### src/rtl/alu_c_bus_writeback_pkg.sv
// alu_c_bus_writeback_pkg: shared constants and state encoding for the C-bus write-back path.
package alu_c_bus_writeback_pkg;
    localparam int DATA_W    = 18;
    localparam int DEST_IDR  = 0;
    localparam int DEST_MDR  = 1;
    localparam int DEST_RCOL = 2;
    localparam int DEST_RROW = 3;
    typedef enum logic [1:0] {IDLE, WRITE, MEM_WAIT} wb_state_t;
endpackage

### src/rtl/alu_c_bus_writeback_if.sv
// alu_c_bus_writeback_if: ALU result handshake, C-bus strobes and memory write handshake.
interface alu_c_bus_writeback_if import alu_c_bus_writeback_pkg::*; #(
    parameter int DW = DATA_W,
    parameter int ND = 8
);
    logic          wb_valid, wb_ready, wb_store;
    logic [DW-1:0] wb_data, c_bus;
    logic [ND-1:0] wb_dest, write_en;
    logic          mem_wr_req, mem_ack, busy, err, err_clr;
    modport master (
        output wb_valid, wb_data, wb_dest, wb_store, mem_ack, err_clr,
        input  wb_ready, c_bus, write_en, mem_wr_req, busy, err
    );
    modport slave (
        input  wb_valid, wb_data, wb_dest, wb_store, mem_ack, err_clr,
        output wb_ready, c_bus, write_en, mem_wr_req, busy, err
    );
endinterface

### src/rtl/alu_c_bus_writeback_wb_timeout_cnt.sv
// wb_timeout_cnt: loadable/clearable down-counter; expired_o is high once the count sits at zero.
module wb_timeout_cnt #(
    parameter int W = 4
) (
    input  logic         clk,
    input  logic         rst_n,
    input  logic         clr_i,
    input  logic         load_i,
    input  logic         en_i,
    input  logic [W-1:0] load_val_i,
    output logic         expired_o
);
    logic [W-1:0] cnt_q, cnt_d;
    always_comb cnt_d = clr_i ? '0 : load_i ? load_val_i : (en_i && cnt_q != '0) ? cnt_q - 1'b1 : cnt_q;
    always_ff @(posedge clk or negedge rst_n)
        if (!rst_n) cnt_q <= '0;
        else        cnt_q <= cnt_d;
    assign expired_o = cnt_q == '0;
endmodule

### src/rtl/alu_c_bus_writeback.sv
// alu_c_bus_writeback: drives accepted ALU results onto the C bus, pulses destination strobes
// and, for MDR stores, runs a memory write handshake bounded by a timeout.
module alu_c_bus_writeback import alu_c_bus_writeback_pkg::*; #(
    parameter int DATA_W   = 18,
    parameter int NUM_DEST = 8,
    parameter int MDR_BIT  = DEST_MDR,
    parameter int TIMEOUT  = 15
) (
    input logic                  clk,
    input logic                  rst_n,
    alu_c_bus_writeback_if.slave bus
);
    localparam int CNT_W = $clog2(TIMEOUT + 1);
    // Loaded with TIMEOUT-1 so the counter hits zero on the TIMEOUT-th MEM_WAIT cycle.
    localparam logic [CNT_W-1:0] LOAD_VAL = CNT_W'(TIMEOUT - 1);

    wb_state_t             state_q, state_d;
    logic [DATA_W-1:0]     c_bus_q, c_bus_d;
    logic [NUM_DEST-1:0]   dest_q, dest_d;
    logic                  store_q, store_d, err_q, err_d;
    logic                  cnt_load, cnt_en, expired, timeout;

    wb_timeout_cnt #(.W(CNT_W)) u_cnt (
        .clk        (clk),
        .rst_n      (rst_n),
        .clr_i      (state_q == IDLE),
        .load_i     (cnt_load),
        .en_i       (cnt_en),
        .load_val_i (LOAD_VAL),
        .expired_o  (expired)
    );

    always_comb begin
        state_d  = state_q;
        c_bus_d  = c_bus_q;
        dest_d   = dest_q;
        store_d  = store_q;
        cnt_load = 1'b0;
        cnt_en   = 1'b0;
        timeout  = 1'b0;
        case (state_q)
            IDLE: if (bus.wb_valid) begin
                c_bus_d = bus.wb_data;
                dest_d  = bus.wb_dest;
                store_d = bus.wb_store;
                state_d = WRITE;
            end
            WRITE: begin
                cnt_load = store_q && dest_q[MDR_BIT];
                state_d  = cnt_load ? MEM_WAIT : IDLE;
            end
            MEM_WAIT: begin
                cnt_en  = 1'b1;
                timeout = !bus.mem_ack && expired;
                state_d = (bus.mem_ack || expired) ? IDLE : MEM_WAIT;
            end
            default: state_d = IDLE;
        endcase
        err_d = timeout || (err_q && !bus.err_clr);
    end

    always_ff @(posedge clk or negedge rst_n)
        if (!rst_n) begin
            state_q <= IDLE;
            c_bus_q <= '0;
            dest_q  <= '0;
            store_q <= 1'b0;
            err_q   <= 1'b0;
        end else begin
            state_q <= state_d;
            c_bus_q <= c_bus_d;
            dest_q  <= dest_d;
            store_q <= store_d;
            err_q   <= err_d;
        end

    assign bus.wb_ready   = state_q == IDLE;
    assign bus.busy       = state_q != IDLE;
    assign bus.write_en   = state_q == WRITE ? dest_q : '0;
    assign bus.mem_wr_req = state_q == MEM_WAIT;
    assign bus.c_bus      = c_bus_q;
    assign bus.err        = err_q;
endmodule
### src/flat_wrapper.sv
// flat-port wrapper written by rule: the top's interface ports become plain ports
module alu_c_bus_writeback_flat import alu_c_bus_writeback_pkg::*;
#(
    parameter int DATA_W   = 18,
    parameter int NUM_DEST = 8,
    parameter int MDR_BIT  = DEST_MDR,
    parameter int TIMEOUT  = 15
)
  (clk, rst_n, bus_wb_valid, bus_wb_data, bus_wb_dest, bus_wb_store, bus_mem_ack, bus_err_clr, bus_wb_ready, bus_c_bus, bus_write_en, bus_mem_wr_req, bus_busy, bus_err);
  alu_c_bus_writeback_if bus_i ();
  input logic clk;
  input logic rst_n;
  input wire logic [$bits(bus_i.wb_valid)-1:0] bus_wb_valid;
  input wire logic [$bits(bus_i.wb_data)-1:0] bus_wb_data;
  input wire logic [$bits(bus_i.wb_dest)-1:0] bus_wb_dest;
  input wire logic [$bits(bus_i.wb_store)-1:0] bus_wb_store;
  input wire logic [$bits(bus_i.mem_ack)-1:0] bus_mem_ack;
  input wire logic [$bits(bus_i.err_clr)-1:0] bus_err_clr;
  output wire logic [$bits(bus_i.wb_ready)-1:0] bus_wb_ready;
  output wire logic [$bits(bus_i.c_bus)-1:0] bus_c_bus;
  output wire logic [$bits(bus_i.write_en)-1:0] bus_write_en;
  output wire logic [$bits(bus_i.mem_wr_req)-1:0] bus_mem_wr_req;
  output wire logic [$bits(bus_i.busy)-1:0] bus_busy;
  output wire logic [$bits(bus_i.err)-1:0] bus_err;
  assign bus_i.wb_valid = bus_wb_valid;
  assign bus_i.wb_data = bus_wb_data;
  assign bus_i.wb_dest = bus_wb_dest;
  assign bus_i.wb_store = bus_wb_store;
  assign bus_i.mem_ack = bus_mem_ack;
  assign bus_i.err_clr = bus_err_clr;
  assign bus_wb_ready = bus_i.wb_ready;
  assign bus_c_bus = bus_i.c_bus;
  assign bus_write_en = bus_i.write_en;
  assign bus_mem_wr_req = bus_i.mem_wr_req;
  assign bus_busy = bus_i.busy;
  assign bus_err = bus_i.err;
  alu_c_bus_writeback #(.DATA_W(DATA_W), .NUM_DEST(NUM_DEST), .MDR_BIT(MDR_BIT), .TIMEOUT(TIMEOUT)) u_core (.clk(clk), .rst_n(rst_n), .bus(bus_i));
endmodule
### config.mk
export PLATFORM = sky130hd
export DESIGN_NAME = alu_c_bus_writeback_flat
export DESIGN_NICKNAME = d
export VERILOG_FILES = /design/src/rtl/alu_c_bus_writeback_pkg.sv /design/src/rtl/alu_c_bus_writeback_if.sv /design/src/rtl/alu_c_bus_writeback_wb_timeout_cnt.sv /design/src/rtl/alu_c_bus_writeback.sv /design/src/flat_wrapper.sv
export SDC_FILE = /design/constraint.sdc
export NUM_CORES = 1
export LEC_CHECK = 0
export ABC_AREA = 1
export CORE_ASPECT_RATIO = 0.9
export CORE_MARGIN = 2
export CORE_UTILIZATION = 42
export DETAILED_ROUTE_END_ITERATION = 16
export PLACE_DENSITY = 0.79
export SYNTH_ARGS = -nofsm -noshare
export SYNTH_HDL_FRONTEND = slang
export SYNTH_SLANG_ARGS = --single-unit
export TNS_END_PERCENT = 5
### constraint.sdc
create_clock -name clk -period 1.5 [get_ports clk]
set_input_delay 0.375 -clock clk [delete_from_list [all_inputs] [get_ports clk]]
set_output_delay 0.375 -clock clk [all_outputs]
set_load 0.01 [all_outputs]
Yosys cells after proc, flatten, opt, wreduce, memory -nomap -nowiden
Index checks and enable logic that the tools add are counted.

Register bits: 34. Output and inout bits: 30. Word-level logic and storage cells: 35.

Add/sub/neg operators: 1. Equality and inequality tests: 3. Multiplexer cells: 11. Reductions and logical operators: 14.

Operators with widths (count): 4-bit two-way mux (3); 8-bit two-way mux (1); 2-bit two-way mux (3); 2-bit one-hot mux with 3 select lines (1); 1-bit logical AND (4); 4-bit logical NOT (1); 4-bit nonzero test (1); 4-bit by 1-bit subtractor with 4-bit output, second input constant (1); 1-bit two-way mux (3); 3-bit nonzero test (1); 2-bit by 1-bit equality test with 1-bit output, second input constant (1); 2-bit equality test, second input constant (1); 1-bit logical NOT (2); 2-bit logical NOT (1); 1-bit logical OR (2); 2-bit inequality test, second input constant (1); 2-bit AND reduction (1); 2-bit nonzero test (1).

Depth between registers and ports, before layout
Gate-level depths: netlist of the first run.

Depth after elaboration: 6. Mapped depth: 7.

Cells and area by module
From an unflattened synthesis of the first run, not the netlist that was laid out.

Cell total of the unflattened synthesis: 198. Area, all modules: 1649.1 um2.

Modules (own cells, without submodules): alu_c_bus_writeback (times used 1, cells each 156, area each 1307.5 um2, seq. area each 750.7 um2); wb_timeout_cnt (times used 1, cells each 42, area each 341.6 um2, seq. area each 100.1 um2).

Least setup slack after synthesis of the first run
OpenSTA, ideal clock, no wires.

Kind: register to output. From: register u_core.state_q[0]. To: output bus_write_en[0]. Arrival time: 0.846 ns. Data required time: 1.125 ns. Path slack: 0.279 ns. Stages on the path, launching flop included: 3. Path through: dfrtp_1 > nand2_1 > nor2_1.

Longest elaborated chain between the ends: 2.

RTL lines: start: declaration (line alu_c_bus_writeback.sv:17) `wb_state_t state_q, state_d;`; start signal: assignment (line alu_c_bus_writeback.sv:70) `state_q <= state_d;`; 2-bit by 1-bit equality test with 1-bit output (line alu_c_bus_writeback.sv:79) `assign bus.write_en = state_q == WRITE ? dest_q : '0;`; 8-bit two-way mux (line alu_c_bus_writeback.sv:79); end: declaration (line flat_wrapper.sv:21) `output wire logic [$bits(bus_i.write_en)-1:0] bus_write_en;`.

No other way between the ends.

Final worst setup path of the first run
From: register u_core.state_q[1]. To: output bus_busy.

Longest elaborated chain between the ends: 1.

RTL lines: 2-bit nonzero test (line alu_c_bus_writeback.sv:78) `assign bus.busy = state_q != IDLE;`; end: declaration (line flat_wrapper.sv:23) `output wire logic [$bits(bus_i.busy)-1:0] bus_busy;`.

No other way between the ends.

==> results of run 1 <==
## cells in the mapped netlist, drive strengths merged
cell type,count
nor2,14
a21oi,1
ha,1
o21ai,12
inv,16
dfrtp,34
nand3b,1
nand4,5
buf,5
nand2,80
nand3,2
## how the worst max path moves through the flow
| stage | cells after the start | endpoint | start | slack (ns) |
|---|---|---|---|---|
| 3_5_place_dp | 4 | bus_write_en[1] | u_core.state_q[1] | -0.21 |
| 3_3_place_gp | 4 | bus_write_en[6] | u_core.state_q[1] | -0.14 |
| 2_1_floorplan | 2 | bus_write_en[0] | u_core.state_q[0] | 0.28 |
| 5_1_grt | 4 | bus_busy | u_core.state_q[0] | -0.05 |
| 6_report | 4 | bus_busy | u_core.state_q[1] | 0.003 |
| 4_1_cts | 4 | bus_write_en[6] | u_core.state_q[1] | -0.05 |
## power groups by stage
stage,clock (uW),combinational (uW),sequential [uW]
2_1_floorplan,0,268,1200
3_3_place_gp,0,755,1150
3_5_place_dp,0,771,1150
4_1_cts,691,699,1140
5_1_grt,730,769,1150
6_report,678,690,1140
## layout make-up
class	instances	area (um2)	share of cell area (%)
Clock buffer	7	86.3	3.78
Tap cell	44	55.1	2.41
Sequential cell	34	851	37.3
Multi-Input combinational cell	116	534	23.4
Clock inverter	1	5.00	0.219
Timing Repair Buffer	76	687	30.1
Inverter	16	62.6	2.74
## flip-flops by register name, indices dropped and copies added, names as in the netlist
| signal | cells |
|---|---|
| u_core.store_q | 1 |
| u_core.state_q | 2 |
| u_core.u_cnt.cnt_q | 4 |
| u_core.bus.c_bus | 18 |
| u_core.bus.err | 1 |
| u_core.dest_q | 8 |
## cell families (layout without fill, tap and decap cells)
logic type               count (synthesis)  in the layout  synth area share (%)
AND/OR/NAND/NOR                        102            102                  29.6
buffers and inverters                   21            100                  7.29
flip-flops                              34             34                  57.6
adder cells (fa/ha/maj)                  1              1                 0.847
AO/OA/AOI/OAI                           13             13                  4.66
## metal layers
metal | up-vias | global-route usage [%] | wire (um)
li1 | 677 | - | -
met1 | 604 | 20.0 | 1410
met2 | 43 | 31.9 | 1540
met3 | 4 | 5.27 | 217
met4 | 0 | 6.12 | 26
met5 | - | 0 | 0
## per-stage QoR
step           power [uW]  setup TNS (ns)  worst slack (ns)  hold slack, ns  cells
2_1_floorplan        1460               0             0.279          0.0794    171
3_3_place_gp         1900           -1.26            -0.140           0.341    284
3_5_place_dp         1920           -1.56            -0.214           0.342    284
4_1_cts              2530         -0.0734           -0.0518          0.0400    294
5_1_grt              2650         -0.0828           -0.0485          0.0548    294
6_report             2510               0           0.00326          0.0337    294
## worst max-delay path, stage by stage (launching register included)
cell	delay [ns]
dfrtp_1	0.39
buf_4	0.15
nor2_4	0.14
inv_2	0.05
buf_6	0.11
## what timing repair did
| item | in CTS | in global routing |
|---|---|---|
| endpoints found under the setup margin | 30 | 6 |
| hold buffers | 0 | 0 |
| hold endpoints to repair | 0 | 0 |
| pin swaps | 1 | 1 |
| gates resized for setup | 66 | 3 |
| setup buffers | 2 | 0 |
==> summary.txt, run 1 <==
Timing
  • Final Max Tran Viols: 0
  • Slew margin rel.: 70.5%
  • Final Cycle Share: 99.8%
  • Worst Max-Slew Pin Slew: 0.443 ns
  • Final Setup Violations: 0
  • RSZ-0062 raised after global routing: yes
  • Min Tclk post-route: 1.50 ns
  • Worst Clk Skew: 0.00181 ns
  • Top achievable clock speed: 668 MHz
  • Final Hold Vio Count: 0

Run
  • Max-cap check violation count: 0

Floorplanning
  • Initial Utilization: 43.7%
  • Core area: 3380 um2
  • Die height: 60.2 um
  • Io pins: 62
  • Die Wd: 66.5 um
  • Die area: 4010 um2
  • Rows: 20

Finish
  • Final #Nets: 282
  • P&R area growth vs syn: 54.5%
  • # fillers: 289
  • Final core occ: 67.5%
  • Leading cell type in the layout, fill and taps excluded: nand2_1
  • Layout cells sized above 1: 18.8%
  • Most frequent cells in the layout: nand2_1 (77), dfrtp_1 (34), clkdlybuf4s50_1 (30)
  • ANT cells: 0
  • Design Area, Final: 2280 um2

Route
  • Via density: 4.52
  • Drt total wl: 3.19 mm
  • Routed Antenna Nets: 0
  • Vias: 1328
  • Drt first pass iters: 4
  • DRT iter0 DRCs: 52
  • Drt wl/cell: 10.9 um
  • Drt drc: 0

Worst setup path
  • R2r startpoint: u_core.state_q[1]
  • Worst setup path class: reg -> out
  • Worst EP arrival: 1.12 ns
  • Startpoint Class: flop
  • Reg2reg end: u_core.dest_q[4]
  • Crit. End Element: output port
  • Crit path required time: 1.12 ns
  • FF-to-FF path depth: 9
  • Reg2reg setup slack: 0.10 ns
  • CP max FO: 4

Clock network
  • CTS Buffer Depth: 2
  • CTS H-tree lvls: 2
  • CTS sink count: 34
  • TritonCTS Buffers: 5
  • Worst skew pair latency: 0.28 ns
  • CTS tree: built
  • Worst-path clk slew: 0.06 ns
  • Clock root cell: clkbuf_8

Global route
  • Largest net degree at the start of global routing: 22
  • All-Layer GR Usage: 17.7%
  • Initial antenna violation count: 0
  • GRT overflow: 0
  • Global-route wire length before repair: 5.26 mm
  • Vias in the first global route: 1257

Yosys
  • Cell Area, Synth: 1480 um2
  • Synthesis warning total: 0
  • Synth Register Bits: 34
  • Sequential cell area fraction in the yosys report: 57.6%
  • Syn_nets: 204
  • Yosys cell types: 20
  • Mapped Cells: 171
  • Syn_area_per_cell: 8.63 um2
  • Synth area leaders: dfrtp_1 (58%), nand2_1 (20%), inv_1 (3.3%)
  • Synth area leader: dfrtp_1
  • Share of the synthesized area in the top cell type: 57.6%

Placement
  • Port bufs: 61
  • Post-DP HPWL: 2.36 mm
  • Final Wtd Congestion: 0.834
  • Cell area after placement: 2230 um2

Min path
  • Hold crit path type: in -> async

Pwr
  • Pwr dens: 1100 nW/um2
  • Seq pwr share: 45.4%
  • VDD IR max: 631 uV
  • Net Sw Frac: 28.9%
  • Comb pwr share: 27.6%
  • Clk pwr share: 27.1%
  • Leakage: 0.00121 uW
  • P_sw: 725 uW
  • Pint: 1780 uW

Run status
  • Status: completed
(Power assumes the default switching activity.)
==> inputs of run 2 (changes only) <==
Settings changed: ABC_AREA 1 to unset, CORE_UTILIZATION 42 to 55, DONT_BUFFER_PORTS set to 1, PLACE_DENSITY 0.79 to 0.7.
==> run 2 against run 1 <==
  * The run now ends with setup timing left
  * Sequential power rose by 29%
  * Register-to-register slack got worse by 0.18 ns
  * Maximum frequency fell by 11%
  * Combinational power rose by 54%
  * Clock skew rose by 0.0049 ns
  * Clock-buffer cell count did not move
  * Design area fell by 21%
  * Highest routed layer unchanged
  * Critical path depth fell by 1
  * Non-clock buffer count fell by 61
  * Total power rose by 22%
  * Hold slack improved by 0.12 ns
  * Largest power group unchanged
==> summary.txt, run 2 <==
Run status
  • Failing checks: setup timing
  • Status: finished with violations

Yosys
  • Synth Register Bits: 34 (unchanged)
  • Sequential cell area fraction in the yosys report: 56.0% (-1.6 points)
  • Synth area leader: dfrtp_1
  • Syn_area_per_cell: 15.0 um2 (+74%)
  • Synth area leaders: dfrtp_1 (56%), mux2_4 (19%), mux2_2 (5.9%)
  • Cell with the most instances after synthesis: dfrtp_1
  • Cell Area, Synth: 1520 um2 (+2.9%)
  • Post-synth top cells: dfrtp_1 (34), mux2_4 (19), and2_1 (8), mux2_2 (8), inv_1 (4)
  • Syn_nets: 134 (-34%)
  • Synth Flop Type: dfrtp_1
  • Synth async-reset ratio: 100% (unchanged)
  • Synthesis warning total: 0 (unchanged)
  • Share of the synthesized area in the top cell type: 56.0% (-1.6 points)
  • Mapped Cells: 101 (-41%)
  • Yosys cell types: 27 (+35%)
  • Number of synthesized flops with an enable pin: 0 (unchanged)

Global route
  • Largest net degree at the start of global routing: 35 (+59%)
  • All-Layer GR Usage: 17.5% (-0.13 points)
  • GRT overflow: 0 (unchanged)
  • Vias in the first global route: 837 (-33%)
  • Global-route wire length before repair: 3.94 mm (-25%)
  • Initial antenna violation count: 0 (unchanged)

Route
  • Drt wl/cell: 17.7 um (+63%)
  • Drt drc: 0 (unchanged)
  • Drt total wl: 2.67 mm (-16%)
  • Via density: 5.68 (+26%)
  • Drt first pass iters: 4 (unchanged)
  • Vias: 857 (-35%)
  • DRT iter0 DRCs: 53 (+1.9%)
  • Routed Antenna Nets: 0 (unchanged)

Min path
  • Hold crit path type: in -> reg
  • Hold Path End: u_core.state_q[1]
  • Hold Startpoint: bus_mem_ack
  • Hold depth: 1

Timing
  • Final worst hold slack: 0.158 ns (+0.125 ns)
  • Min Tclk post-route: 1.68 ns (+0.178 ns)
  • Final Hold Vio Count: 0 (unchanged)
  • Worst Clk Skew: 0.00671 ns (+0.00490 ns)
  • Slew margin rel.: 80.9% (+10 points)
  • Setup TNS: -3.45 ns (-3.45 ns)
  • Worst Max-Slew Pin Slew: 0.283 ns (-0.160 ns)
  • PnR worst setup slack: -0.175 ns (-0.178 ns)
  • Final Setup Violations: 37 (+37)
  • Top achievable clock speed: 597 MHz (-11%)
  • Final Max Tran Viols: 0 (unchanged)
  • RSZ-0062 raised after global routing: yes
  • Final Cycle Share: 112% (+12 points)

Floorplanning
  • Rows: 18 (-10%)
  • Die Wd: 59.4 um (-11%)
  • Die height: 53.9 um (-11%)
  • Io pins: 62 (unchanged)
  • Core area: 2680 um2 (-21%)
  • Initial Utilization: 56.7% (+13 points)
  • Die area: 3200 um2 (-20%)

Worst setup path
  • Reg2reg end: u_core.bus.c_bus[3]
  • R2r startpoint: u_core.state_q[1]
  • Crit. End Element: output port
  • Startpoint Class: flop
  • FF-to-FF path depth: 6 (-3)
  • CP max FO: 8 (+4)
  • Worst setup path class: reg -> out
  • Reg2reg setup slack: -0.08 ns (-0.18 ns)
  • Crit path required time: 1.12 ns (about the same)
  • Worst EP arrival: 1.30 ns (+0.18 ns)

Run
  • Max-cap check violation count: 0 (unchanged)

Pwr
  • Pwr dens: 1700 nW/um2 (+55%)
  • Leakage: 0.000872 uW (-28%)
  • VDD IR max: 858 uV (+36%)
  • Power Total: 3070 uW (+22%)

Clock network
  • Clock root cell: clkbuf_4
  • Worst-path clk slew: 0.10 ns (+0.04 ns)
  • TritonCTS Buffers: 5 (unchanged)
  • Worst skew pair latency: 0.33 ns (+0.05 ns)
  • CTS tree: built
  • CTS Buffer Depth: 2 (unchanged)
  • CTS H-tree lvls: 2 (unchanged)
  • CTS sink count: 34 (unchanged)

Finish
  • P&R area growth vs syn: 18.8%
  • Leading cell type in the layout, fill and taps excluded: dfrtp_1
  • Largest register FFs: 18 (unchanged)
  • FF/Latch Area: 851 um2 (unchanged)
  • Final #Nets: 153 (-46%)
  • ANT cells: 0 (unchanged)
  • # fillers: 191 (-34%)
  • Most frequent cells in the layout: dfrtp_1 (34), mux2_4 (25), and2_4 (9)
  • Layout cells sized above 1: 52.1% (+33 points)
  • Multi-input gate area: 656 um2 (+23%)

Placement
  • Final Wtd Congestion: 0.737 (-12%)
  • Post-DP HPWL: 1.77 mm (-25%)
  • Port bufs: 0 (-100%)
-- run 2: changes by cell type after synthesis, sizes merged, moves of 5 or more --
cell	change
nand2	-80
mux2	+27
nor2	-13
inv	-11
and2	+9
nand4	-5
o21ai	-10
-- run 2: critical path: stages (launching register included) --
cell	delay (ns)
dfrtp_1	0.40
buf_6	0.12
and2b_4	0.29
and2_4	0.17
-- run 2: per-stage QoR --
stage                     util (%)  instances  worst slack [ns]  instance area (um2)
after floorplan                  -        101           -0.0792                 1530
after global placement        60.2        137            0.0738                 1610
after detailed placement      60.2        137            0.0452                 1610
after CTS                     66.4        150            -0.200                 1780
after global routing          67.3        151            -0.254                 1800
final                         67.3        151            -0.175                 1800
-- run 2: how the worst max path moves through the flow --
| stage | startpoint | slack [ns] | end | cells after the start |
|---|---|---|---|---|
| 5_1_grt | u_core.state_q[1] | -0.25 | bus_write_en[6] | 3 |
| 3_3_place_gp | u_core.state_q[0] | 0.07 | u_core.dest_q[6] | 5 |
| 2_1_floorplan | u_core.state_q[0] | -0.08 | u_core.bus.c_bus[10] | 6 |
| 3_5_place_dp | u_core.state_q[0] | 0.05 | u_core.bus.c_bus[0] | 5 |
| 6_report | u_core.state_q[1] | -0.18 | bus_write_en[6] | 3 |
| 4_1_cts | u_core.state_q[1] | -0.20 | bus_write_en[6] | 3 |
-- run 2: final cells by class --
class	instances	share of cell area [%]
tap	30	2.08
timing repair buffer	15	9.78
multi-input combinational	59	36.3
inverter	5	1.32
clock inverter	1	0.277
sequential	34	47.2
clock buffer	7	3.05
-- run 2: logic make-up after synthesis --
| group | Yosys count | synth area share, % |
|---|---|---|
| muxes | 27 | 24.7 |
| adders and majority gates | 1 | 0.824 |
| buffers and inverters | 8 | 4.61 |
| AOI/OAI and AO/OA | 10 | 4.78 |
| and+or+nand+nor | 21 | 9.06 |
| DFF | 34 | 56.0 |
-- run 2: what timing repair did --
| item | in CTS | in global routing |
|---|---|---|
| setup buffers | 3 | 1 |
| hold buffers | 2 | 0 |
| gates resized for setup | 18 | 7 |
| pin swaps | 8 | 5 |
| setup endpoints to repair | 11 | 41 |
| hold endpoints to repair | 34 | 0 |
-- run 2: power by group --
| group | switching, uW | internal [uW] |
|---|---|---|
| registers | 275 | 1200 |
| logic | 387 | 672 |
| clock network | 306 | 227 |
-- run 2: layer usage --
metal | part of all wire [%] | vias to the layer above | GRT usage (%)
met2 | 45 | 40 | 24.9
met5 | 0 | - | 0
li1 | - | 391 | -
met3 | 10 | 7 | 10.3
met4 | 2.1 | 0 | 7.95
met1 | 42 | 419 | 21.4
==> inputs of run 3 (changes only) <==
Settings changed: CORE_UTILIZATION 55 to 30, MAX_ROUTING_LAYER set to met4, PLACE_DENSITY 0.7 to unset, PLACE_DENSITY_LB_ADDON set to 0.05.
==> run 3 against run 2 <==
  * The run still ends with setup timing left
  * Sequential power about the same
  * Total power rose by 3.0%
  * Cell count is 21% higher
  * Critical path depth fell by 1
  * Wire length rose by 14%
  * Critical path type unchanged
  * Largest cell class unchanged
==> summary.txt, run 3 (synthesis gave the netlist of run 2 again) <==
Run status
  • Status: finished with violations
  • Failing checks: setup timing

Floorplanning
  • Die Wd: 79.0 um (+33%)
  • Core area: 4860 um2 (+82%)
  • Die area: 5650 um2 (+77%)
  • Die height: 71.5 um (+33%)
  • Io pins: 62 (unchanged)
  • Initial Utilization: 31.2% (-25 points)
  • Rows: 24 (+6)

Finish
  • Leading cell type in the layout, fill and taps excluded: dfrtp_1
  • Most frequent cells in the layout: dfrtp_1 (34), mux2_4 (21), and2_4 (9)
  • Multi-input gate area: 641 um2 (-2.3%)
  • ANT cells: 0 (unchanged)
  • Final #Nets: 149 (-2.6%)
  • P&R area growth vs syn: 18.7% (about the same)
  • # fillers: 476 (+150%)
  • Largest register FFs: 18 (unchanged)
  • Layout cells sized above 1: 50.4% (-1.6 points)
  • FF/Latch Area: 851 um2 (unchanged)

Global route
  • Global-route wire length before repair: 4.98 mm (+26%)
  • Largest net degree at the start of global routing: 35 (unchanged)
  • All-Layer GR Usage: 12.0% (-5.6 points)
  • Initial antenna violation count: 0 (unchanged)
  • Vias in the first global route: 944 (+13%)
  • GRT overflow: 0 (unchanged)

Route
  • Drt drc: 0 (unchanged)
  • Vias: 849 (-0.93%)
  • Routed Antenna Nets: 0 (unchanged)
  • Drt first pass iters: 3 (-1)
  • Drt wl/cell: 16.8 um (-5.1%)
  • Drt total wl: 3.05 mm (+14%)
  • Via density: 4.66 (-18%)
  • DRT iter0 DRCs: 34 (-36%)

Min path
  • Hold crit path type: in -> reg
  • Hold Startpoint: bus_mem_ack
  • Hold Path End: u_core.state_q[1]
  • Hold depth: 1 (unchanged)

Timing
  • Worst Max-Slew Pin Slew: 0.286 ns (+0.00255 ns)
  • Final Max Tran Viols: 0 (unchanged)
  • Final worst hold slack: 0.212 ns (+0.0540 ns)
  • Slew margin rel.: 80.7% (-0.26 points)
  • Worst Clk Skew: 0.00506 ns (-0.00165 ns)
  • Top achievable clock speed: 648 MHz (+8.5%)
  • Min Tclk post-route: 1.54 ns (-0.131 ns)
  • Final Setup Violations: 8 (-78%)
  • PnR worst setup slack: -0.0437 ns (+0.131 ns)
  • Final Cycle Share: 103% (-8.8 points)
  • Final Hold Vio Count: 0 (unchanged)
  • RSZ-0062 raised after global routing: yes

Worst setup path
  • FF-to-FF path depth: 5 (-1)
  • Reg2reg end: u_core.dest_q[4]
  • Crit path required time: 1.12 ns (about the same)
  • Worst EP arrival: 1.17 ns (-0.13 ns)
  • Slowest CP cell: dfrtp_1
  • Worst setup path class: reg -> out
  • CP max FO: 8 (unchanged)
  • Crit. End Element: output port
  • R2r startpoint: u_core.state_q[1]
  • Worst path max stage delay: 0.40 ns (about the same)
  • CP cell instances: and2b_4 > and2_4
  • Startpoint Class: flop
  • Reg2reg setup slack: 0.03 ns (+0.11 ns)

Run
  • Max-cap check violation count: 0 (unchanged)

Placement
  • DP Worst Slack: 0.0209 ns (-0.0243 ns)
  • Port bufs: 0 (unchanged)
  • Post-DP HPWL: 2.09 mm (+18%)
  • Final Wtd Congestion: 0.693 (-6.0%)

Clock network
  • CTS Buffer Depth: 2 (unchanged)
  • CTS sink count: 34 (unchanged)
  • Worst skew pair latency: 0.28 ns (-0.05 ns)
  • TritonCTS Buffers: 5 (unchanged)
  • Post-CTS Setup Bufs: 0 (-3)
  • CTS tree: built
  • Worst-path clk slew: 0.07 ns (-0.03 ns)
  • CTS H-tree lvls: 2 (unchanged)
  • Clock root cell: clkbuf_8

Pwr
  • VDD IR max: 647 uV (-25%)
  • Leakage: 0.000840 uW (-3.7%)
  • Pwr dens: 1750 nW/um2 (+3.1%)
[run 3: area by class of cell]
| class | instances | share of cell area (%) |
|---|---|---|
| clock buffer | 7 | 4.79 |
| clock inverter | 1 | 0.278 |
| inverter | 5 | 1.18 |
| multi-input combinational | 59 | 35.5 |
| sequential | 34 | 47.2 |
| tap | 65 | 4.51 |
| timing repair buffer | 11 | 6.52 |
[run 3: where the power goes]
part	switching, uW	total [uW]	internal [uW]
logic	378	985	607
registers	280	1480	1200
clock network	323	693	370
total	981	3160	2180
[run 3: worst max path at each step]
stage	cells after the start	end	slack, ns	startpoint
after floorplan	6	u_core.bus.c_bus[10]	-0.08	u_core.state_q[0]
after global placement	5	u_core.bus.c_bus[0]	0.06	u_core.state_q[0]
after detailed placement	5	u_core.bus.c_bus[5]	0.02	u_core.state_q[1]
after CTS	2	bus_write_en[2]	-0.07	u_core.state_q[1]
after global routing	2	bus_write_en[2]	-0.09	u_core.state_q[1]
final	2	bus_write_en[1]	-0.04	u_core.state_q[1]
[run 3: layer usage]
metal	share of wire [%]	vias to the layer above	wire length [um]	global-route usage, %
met4	0.66	0	20	3.45
li1	-	381	-	-
met5	0	-	0	-
met3	7.5	2	230	5.16
met1	43	433	1320	15.1
met2	48	33	1470	17.6
[run 3: through the flow]
stage / total power, uW / std cells / instance area (um2) / util [%] / setup TNS [ns]
2_1_floorplan: 2140 / 101 / 1530 / - / -1.47
3_3_place_gp: 2350 / 172 / 1630 / 33.5 / 0
3_5_place_dp: 2370 / 172 / 1630 / 33.5 / 0
4_1_cts: 3180 / 182 / 1790 / 36.7 / -0.542
5_1_grt: 3360 / 182 / 1800 / 37.1 / -0.747
6_report: 3160 / 182 / 1800 / 37.1 / -0.305
[run 3: critical path: cells and delay by family (launching register included)]
family,cells,cell delay (ns)
simple gates,2,0.48
flops,1,0.40
[run 3: what timing repair did]
item,in CTS,in global routing
pin swaps,7,0
hold buffers,2,0
hold endpoints to repair,34,0
setup endpoints to repair,9,20
gates resized for setup,14,5
